<file path="config.mk">
export PLATFORM = sky130hd
export DESIGN_NAME = reg_if_arb
export DESIGN_NICKNAME = d
export VERILOG_FILES = /design/src/rtl/reg_if_arb.sv
export SDC_FILE = /design/constraint.sdc
export NUM_CORES = 1
export LEC_CHECK = 0
export CORE_ASPECT_RATIO = 0.9
export CORE_MARGIN = 4
export CORE_UTILIZATION = 46
export DETAILED_ROUTE_END_ITERATION = 10
export GPL_TIMING_DRIVEN = 0
export PLACE_DENSITY = 0.86
export SLEW_MARGIN = 5
export SYNTH_ARGS = -nofsm -noshare
export SYNTH_HDL_FRONTEND = slang
export SYNTH_SLANG_ARGS = --single-unit
export TNS_END_PERCENT = 30
</file>
<file path="constraint.sdc">
create_clock -name pclk -period 3.8 [get_ports pclk]
set_input_delay 0.76 -clock pclk [delete_from_list [all_inputs] [get_ports pclk]]
set_output_delay 0.76 -clock pclk [all_outputs]
set_load 0.01 [all_outputs]
</file>
<file path="src/rtl/reg_if_arb.sv">
// Two-master register-bus arbiter: IDLE/ISSUE/RD_WAIT access sequencer.
// Define REG_ARB_FIXED_PRIO_EN for fixed m0 priority (default: round-robin).
module reg_if_arb #(
  parameter int RD_LAT = 1
) (
  input  logic        pclk,
  input  logic        presetn,
  input  logic        m0_req,
  input  logic        m0_write,
  input  logic [11:0] m0_addr,
  input  logic [31:0] m0_wdata,
  input  logic [3:0]  m0_wmsk,
  output logic        m0_gnt,
  output logic        m0_rvalid,
  output logic [31:0] m0_rdata,
  input  logic        m1_req,
  input  logic        m1_write,
  input  logic [11:0] m1_addr,
  input  logic [31:0] m1_wdata,
  input  logic [3:0]  m1_wmsk,
  output logic        m1_gnt,
  output logic        m1_rvalid,
  output logic [31:0] m1_rdata,
  output logic [11:0] reg_addr,
  output logic        wr_en,
  output logic        rd_en,
  output logic [3:0]  wr_msk,
  output logic [31:0] wr_data,
  input  logic [31:0] rd_data
);

  typedef enum logic [1:0] {
    IDLE,
    ISSUE,
    RD_WAIT
  } state_e;

  localparam logic [1:0] LAT_LAST = 2'(RD_LAT - 1);

  state_e      state_q, state_d;
  logic        owner_q, owner_d;
  logic        write_q, write_d;
  logic [11:0] addr_q, addr_d;
  logic [31:0] wdata_q, wdata_d;
  logic [3:0]  wmsk_q, wmsk_d;
  logic [1:0]  cnt_q, cnt_d;
  logic [31:0] rdata0_q, rdata0_d;
  logic [31:0] rdata1_q, rdata1_d;

  logic        pick0, pick1;
  logic        gnt0, gnt1;
  logic        done;

`ifdef REG_ARB_FIXED_PRIO_EN
  always_comb begin
    pick0 = m0_req;
    pick1 = m1_req & ~m0_req;
  end
`else
  logic last_q, last_d;

  // last_q = 1 means m1 holds the most recent grant
  always_comb begin
    pick0 = m0_req & (~m1_req | last_q);
    pick1 = m1_req & (~m0_req | ~last_q);
    last_d = last_q;
    if (gnt0) last_d = 1'b0;
    if (gnt1) last_d = 1'b1;
  end

  always_ff @(posedge pclk or negedge presetn) begin
    if (!presetn) last_q <= 1'b1;
    else          last_q <= last_d;
  end
`endif

  always_comb begin
    state_d  = state_q;
    owner_d  = owner_q;
    write_d  = write_q;
    addr_d   = addr_q;
    wdata_d  = wdata_q;
    wmsk_d   = wmsk_q;
    cnt_d    = cnt_q;
    rdata0_d = rdata0_q;
    rdata1_d = rdata1_q;
    gnt0     = 1'b0;
    gnt1     = 1'b0;
    wr_en    = 1'b0;
    rd_en    = 1'b0;
    done     = 1'b0;
    unique case (state_q)
      IDLE: begin
        gnt0 = pick0;
        gnt1 = pick1;
        if (pick0) begin
          owner_d = 1'b0;
          write_d = m0_write;
          addr_d  = m0_addr;
          wdata_d = m0_wdata;
          wmsk_d  = m0_wmsk;
          state_d = ISSUE;
        end else if (pick1) begin
          owner_d = 1'b1;
          write_d = m1_write;
          addr_d  = m1_addr;
          wdata_d = m1_wdata;
          wmsk_d  = m1_wmsk;
          state_d = ISSUE;
        end
      end
      ISSUE: begin
        wr_en   = write_q;
        rd_en   = ~write_q;
        cnt_d   = 2'd0;
        state_d = write_q ? IDLE : RD_WAIT;
      end
      RD_WAIT: begin
        if (cnt_q == LAT_LAST) begin
          done    = 1'b1;
          state_d = IDLE;
          if (owner_q) rdata1_d = rd_data;
          else         rdata0_d = rd_data;
        end else begin
          cnt_d = cnt_q + 2'd1;
        end
      end
      default: state_d = IDLE;
    endcase
  end

  always_ff @(posedge pclk or negedge presetn) begin
    if (!presetn) begin
      state_q  <= IDLE;
      owner_q  <= 1'b0;
      write_q  <= 1'b0;
      addr_q   <= '0;
      wdata_q  <= '0;
      wmsk_q   <= '0;
      cnt_q    <= '0;
      rdata0_q <= '0;
      rdata1_q <= '0;
    end else begin
      state_q  <= state_d;
      owner_q  <= owner_d;
      write_q  <= write_d;
      addr_q   <= addr_d;
      wdata_q  <= wdata_d;
      wmsk_q   <= wmsk_d;
      cnt_q    <= cnt_d;
      rdata0_q <= rdata0_d;
      rdata1_q <= rdata1_d;
    end
  end

  // grant is combinational from req, so mask it while reset is held
  assign m0_gnt    = gnt0 & presetn;
  assign m1_gnt    = gnt1 & presetn;
  assign m0_rvalid = done & ~owner_q;
  assign m1_rvalid = done & owner_q;
  assign m0_rdata  = m0_rvalid ? rd_data : rdata0_q;
  assign m1_rdata  = m1_rvalid ? rd_data : rdata1_q;
  assign reg_addr  = addr_q;
  assign wr_data   = wdata_q;
  assign wr_msk    = wmsk_q;

endmodule

</file>
# Word level (Yosys, flattened, before mapping)
# Index checks and enable logic that the tools add are counted.
# word_totals
register_bits	119
in_bits	134
output_inout_bits	118
wordCells	66
# op_classes
n_addsub	1
eq_ne	5
mux	27
bitwise_logic	13
n_reduce_logical	10
# op_table
op	count
$mux 32	4
$mux 12	2
$mux 1	12
$mux 2	5
$mux 4	2
$and 1x1->1	6
$pmux 2 s3	1
$reduce_and 2->1	3
$reduce_and 3->1	2
$reduce_bool 2->1	3
$not 1->1	5
$logic_not 2->1	2
$ne 2x2->1 const B	2
$pmux 2 s2	1
$ne 3x3->1 const B	1
$add 2x1->2 const B	1
$eq 2x1->1 const B	1
$eq 2x2->1 const B	1
$or 1x1->1	2

# Logic depth before layout (Yosys ltp)
# logic_depth
word_depth	6
mapped_depth	7
mapped_depth_nobuf	5

# Least setup slack after synthesis
# OpenSTA, ideal clock, no wires.
# synth_timing
path_type	reg-to-output
from	register cnt_q[0]
to	output port m0_rdata[22]
arrival_time_ps	1570
t_required_ps	3040
path_slack_ps	1470
stages_incl_launch_ff	8
path_buffers	2
cell_sequence	dfrtp_1 inv_1 ha_1 nand2_1 nor3_1 buf_4 buf_4 mux2_2
# synth_between
elab_chain_len	5
# synth_lines
element	line_no	source
from (decl)	46	logic [1:0] cnt_q, cnt_d;
from (signal assigned)	150	cnt_q <= cnt_d;
$logic_not 2->1	119	if (cnt_q == LAT_LAST) begin
$mux 1	119	
$mux 1	92	unique case (state_q)
$and 1x1->1	159	assign m0_rvalid = done & ~owner_q;
named net m0_rvalid	14	output logic m0_rvalid,
$mux 32	161	assign m0_rdata = m0_rvalid ? rd_data : rdata0_q;
to (decl)	15	output logic [31:0] m0_rdata,
# The timed path passes the listed nets, and every way through them passes these cells.

# Worst setup path in the final report
# layout_timing
from	input port m1_req
to	output port m0_gnt
# layout_between
elab_chain_len	5
# layout_lines
element	line_no	source
from (decl)	16	input logic m1_req,
$not 1->1	64	pick0 = m0_req & (~m1_req | last_q);
$or 1x1->1	64	
$and 1x1->1	64	
$mux 1	92	
$and 1x1->1	157	assign m0_gnt = gnt0 & presetn;
to (decl)	13	output logic m0_gnt,
# No other way between the ends.

==> impl_metrics.csv <==
group,metric,value,unit
status,outcome,"completed",
floorplanning,design.core.area,0.0127,mm2
finish,syn2layout_area_growth,55.0,%
synthesis,synth.cell_area,0.00595,mm2
synthesis,synth_fp_nets,663,
grt,grt_pass1_vias,5752,
pwr,ir_drop,0.365,mV
routing,route.detailed.drc,0,
worst_setup_path,endpoint_kind,"primary output",
placed_design,placed_area,0.00869,mm2
floorplanning,rows,39,
synthesis,synth_area_per_cell,11.3,um2
worst_setup_path,r2r_start,"cnt_q[0]",
synthesis,synth_edf_count,0,
grt,top_usage_layer,"met2",
floorplanning,die_area,0.0148,mm2
pwr,switchingPower,2.51,mW
synthesis,syn-instance-count,528,
grt,use_met3,8.71,%
pwr,power_per_cell_area,824,mW/mm2
timing,finalSetupViolCount,0,
clock_tree,clk_pin_slew,0.05,ns
worst_setup_path,cp_top_family,"buffers and inverters",
worst_setup_path,worstPathArrival,2.87,ns
worst_setup_path,crit_slowest_cell,"clkdlybuf4s50_1",
timing,skew,0.0106,ns
synthesis,synth.area.top_cells,"dfrtp_1, mux2_2, a31oi_1, a21oi_1, nand3_1",
grt,grt_usage,24.7,%
clock_tree,clk_latency,0.41,ns
placed_design,io_buffers,250,
clock_tree,ctsHoldBuffers,0,
synthesis,ys.warnings.count,0,
worst_setup_path,crit_type,"in2out",
clock_tree,clock_path_buffers,2,
pwr,p_leak,3.67,nW
timing,setup_ws,0.170,ns
pwr,p_int,5.09,mW
synthesis,synth_ff_type,"dfrtp_1",
timing,hold_viol,0,
worst_setup_path,crit_chain,"clkdlybuf4s50_1 -> nor2b_2 -> clkbuf_1 -> nor2_1 -> and3_1 -> clkdlybuf4s50_1",
clock_tree,numCtsBuffers,17,
finish,antennaDiodeCount,0,
pwr,power_frac_clock,19.0,%
synthesis,ys_ff_latch,119,
routing,routed_wl,18.4,mm
routing,post_drt_via_cell_ratio,5.53,
timing,timing.fmax,275,MHz
grt,grt_max_degree,65,
worst_setup_path,startpoint_type,"primary input",
pwr,seq_power_share,29.7,%
worst_setup_path,cp_max_fo,10,
grt,grt_first_pass_wirelength,28.8,mm
pwr,comb_power_share,51.4,%
worst_setup_path,path_buf_inv,3,
routing,dr.pass1.iters,5,
worst_setup_path,cp_slowest_stage_delay,0.60,ns
finish,drive_gt1_share,22.7,%
synthesis,yosysTopAreaCell,"dfrtp_1",
clock_tree,htree_num_levels,4,
finish,design_area,0.00923,mm2
placed_design,place_congestion,0.836,
routing,drt-wirelength-per-cell,18.9,um
timing,rsz0062_at_grt,"false",
pwr,p_sw_share,33.1,%
placed_design,dp_hpwl,13.8,mm
grt,use_met1,28.3,%
finish,final_common_cell,"clkdlybuf4s50_1",
worst_setup_path,critPathMostFrequentCell,"clkdlybuf4s50_1",
timing,tightest_slew,0.554,ns
finish,final_nets,933,
floorplanning,start_util,46.9,%
clock_tree,post_cts_buffers,0,
run,drv_cap,0,
pwr,totalPowerFinal,7.60,mW
grt,grt_remaining_overflow,0,
routing,ant_nets,0,
timing,fin_crit_sh,95.5,%
timing,fin_crit,3.63,ns
worst_hold_path,hold_path_class,"in2async",
synthesis,ys_seq_area_share,50.0,%
synthesis,netlist-cell-type-count,28,
clock_tree,cts_tree,"built",
floorplanning,die_w,128,um
worst_setup_path,crit_start,"m1_req",
finish,final_cell_mix,"clkdlybuf4s50_1, mux2_2, dfrtp_1, a21oi_1, a31oi_1",
synthesis,yosysTopAreaCellShare,49.6,%
timing,fin_hold_ws,0.323,ns
clock_tree,cts_root_buf,"clkbuf_16",
placed_design,pre_cts_slack,0.115,ns
synthesis,synthArstFlopShare,100,%
routing,drt_iter0_markers,311,
grt,antenna_found_initial,0,
clock_tree,clock_sinks,119,
timing,slew_violations,0,
grt,grtUsageMet2,42.2,%
floorplanning,ios,252,
timing,max_slew_margin,63.0,%
floorplanning,die_h,116,um
worst_setup_path,required,3.04,ns
routing,vias,5388,
[area by class of cell]
class	count	area (um2)
repair buffers	251	2530
fillers	879	3460
clock buffers	29	520
plain buffers	54	295
multi-input cells	351	2670
clock inverters	2	12.5
well taps	164	205
flip-flops and latches	119	2980
inverters	4	15.0
[synth_stat cells (2+ instances only)]
cell	count
mux2_2	129
dfrtp_1	118
a21oi_1	52
a31oi_1	50
nand3_1	49
o21ai_0	49
clkbuf_1	26
buf_2	14
buf_6	7
buf_4	6
inv_1	4
a22o_1	3
nor2_1	3
nand2_1	2
nand2b_1	2
nor2b_1	2
[cells by family after synthesis]
family                   share of synthesized area [%]
multiplexers                                      24.4
flip-flops                                        50.0
adder cells (fa/ha/maj)                          0.210
buffers and inverters                             5.21
AND/OR/NAND/NOR                                   5.82
AO/OA/AOI/OAI                                     14.3
[through the flow]
stage                     util, %  cells  setup TNS [ns]
after floorplan                 -    528               0
after global placement       68.3    942         -305.49
after detailed placement     68.5    943               0
after CTS                    72.7    974               0
after global routing         72.7    974               0
final                        72.7    974               0
[repair_timing]
item | 4_1_cts | 5_1_grt
endpoints found under the hold margin | 0 | 0
setup endpoints to repair | 0 | 1
gates resized for setup | 0 | 1
[state kept, by name, indices dropped and copies added, names as in the netlist]
name      flops
wr_data      32
state_q       2
rdata0_q     32
owner_q       1
rdata1_q     32
cnt_q         2
reg_addr     12
write_q       1
wr_msk        4
last_q        1
[final timing paths]
path                                      to  cells after the start  slack (ns)
worst min-delay path            rdata0_q[15]                      1        0.32
worst max-delay path                  m0_gnt                      6        0.17
worst max register to register  rdata0_q[26]                      7        1.87
max in group asynchronous        reg_addr[3]                      2        2.76
worst min register to register  rdata0_q[22]                      1        0.50
min in group pclk               rdata0_q[22]                      1        0.50
[per-layer routing]
layer  share of wire (%)  wire length, um
met2                  49             9060
met3                 9.1             1680
met4                 2.6              484
met5                   0                0
met1                  39             7170
[power by group through the flow]
stage	Sequential (mW)	Clock [mW]	Combinational (mW)
floorplan	2.30	0	1.87
global placement	2.22	0	3.81
detailed placement	2.26	0	3.91
CTS	2.25	1.46	3.93
global route	2.33	1.52	4.19
finish	2.25	1.44	3.90
Note: power is estimated with default switching activity, not from simulation.
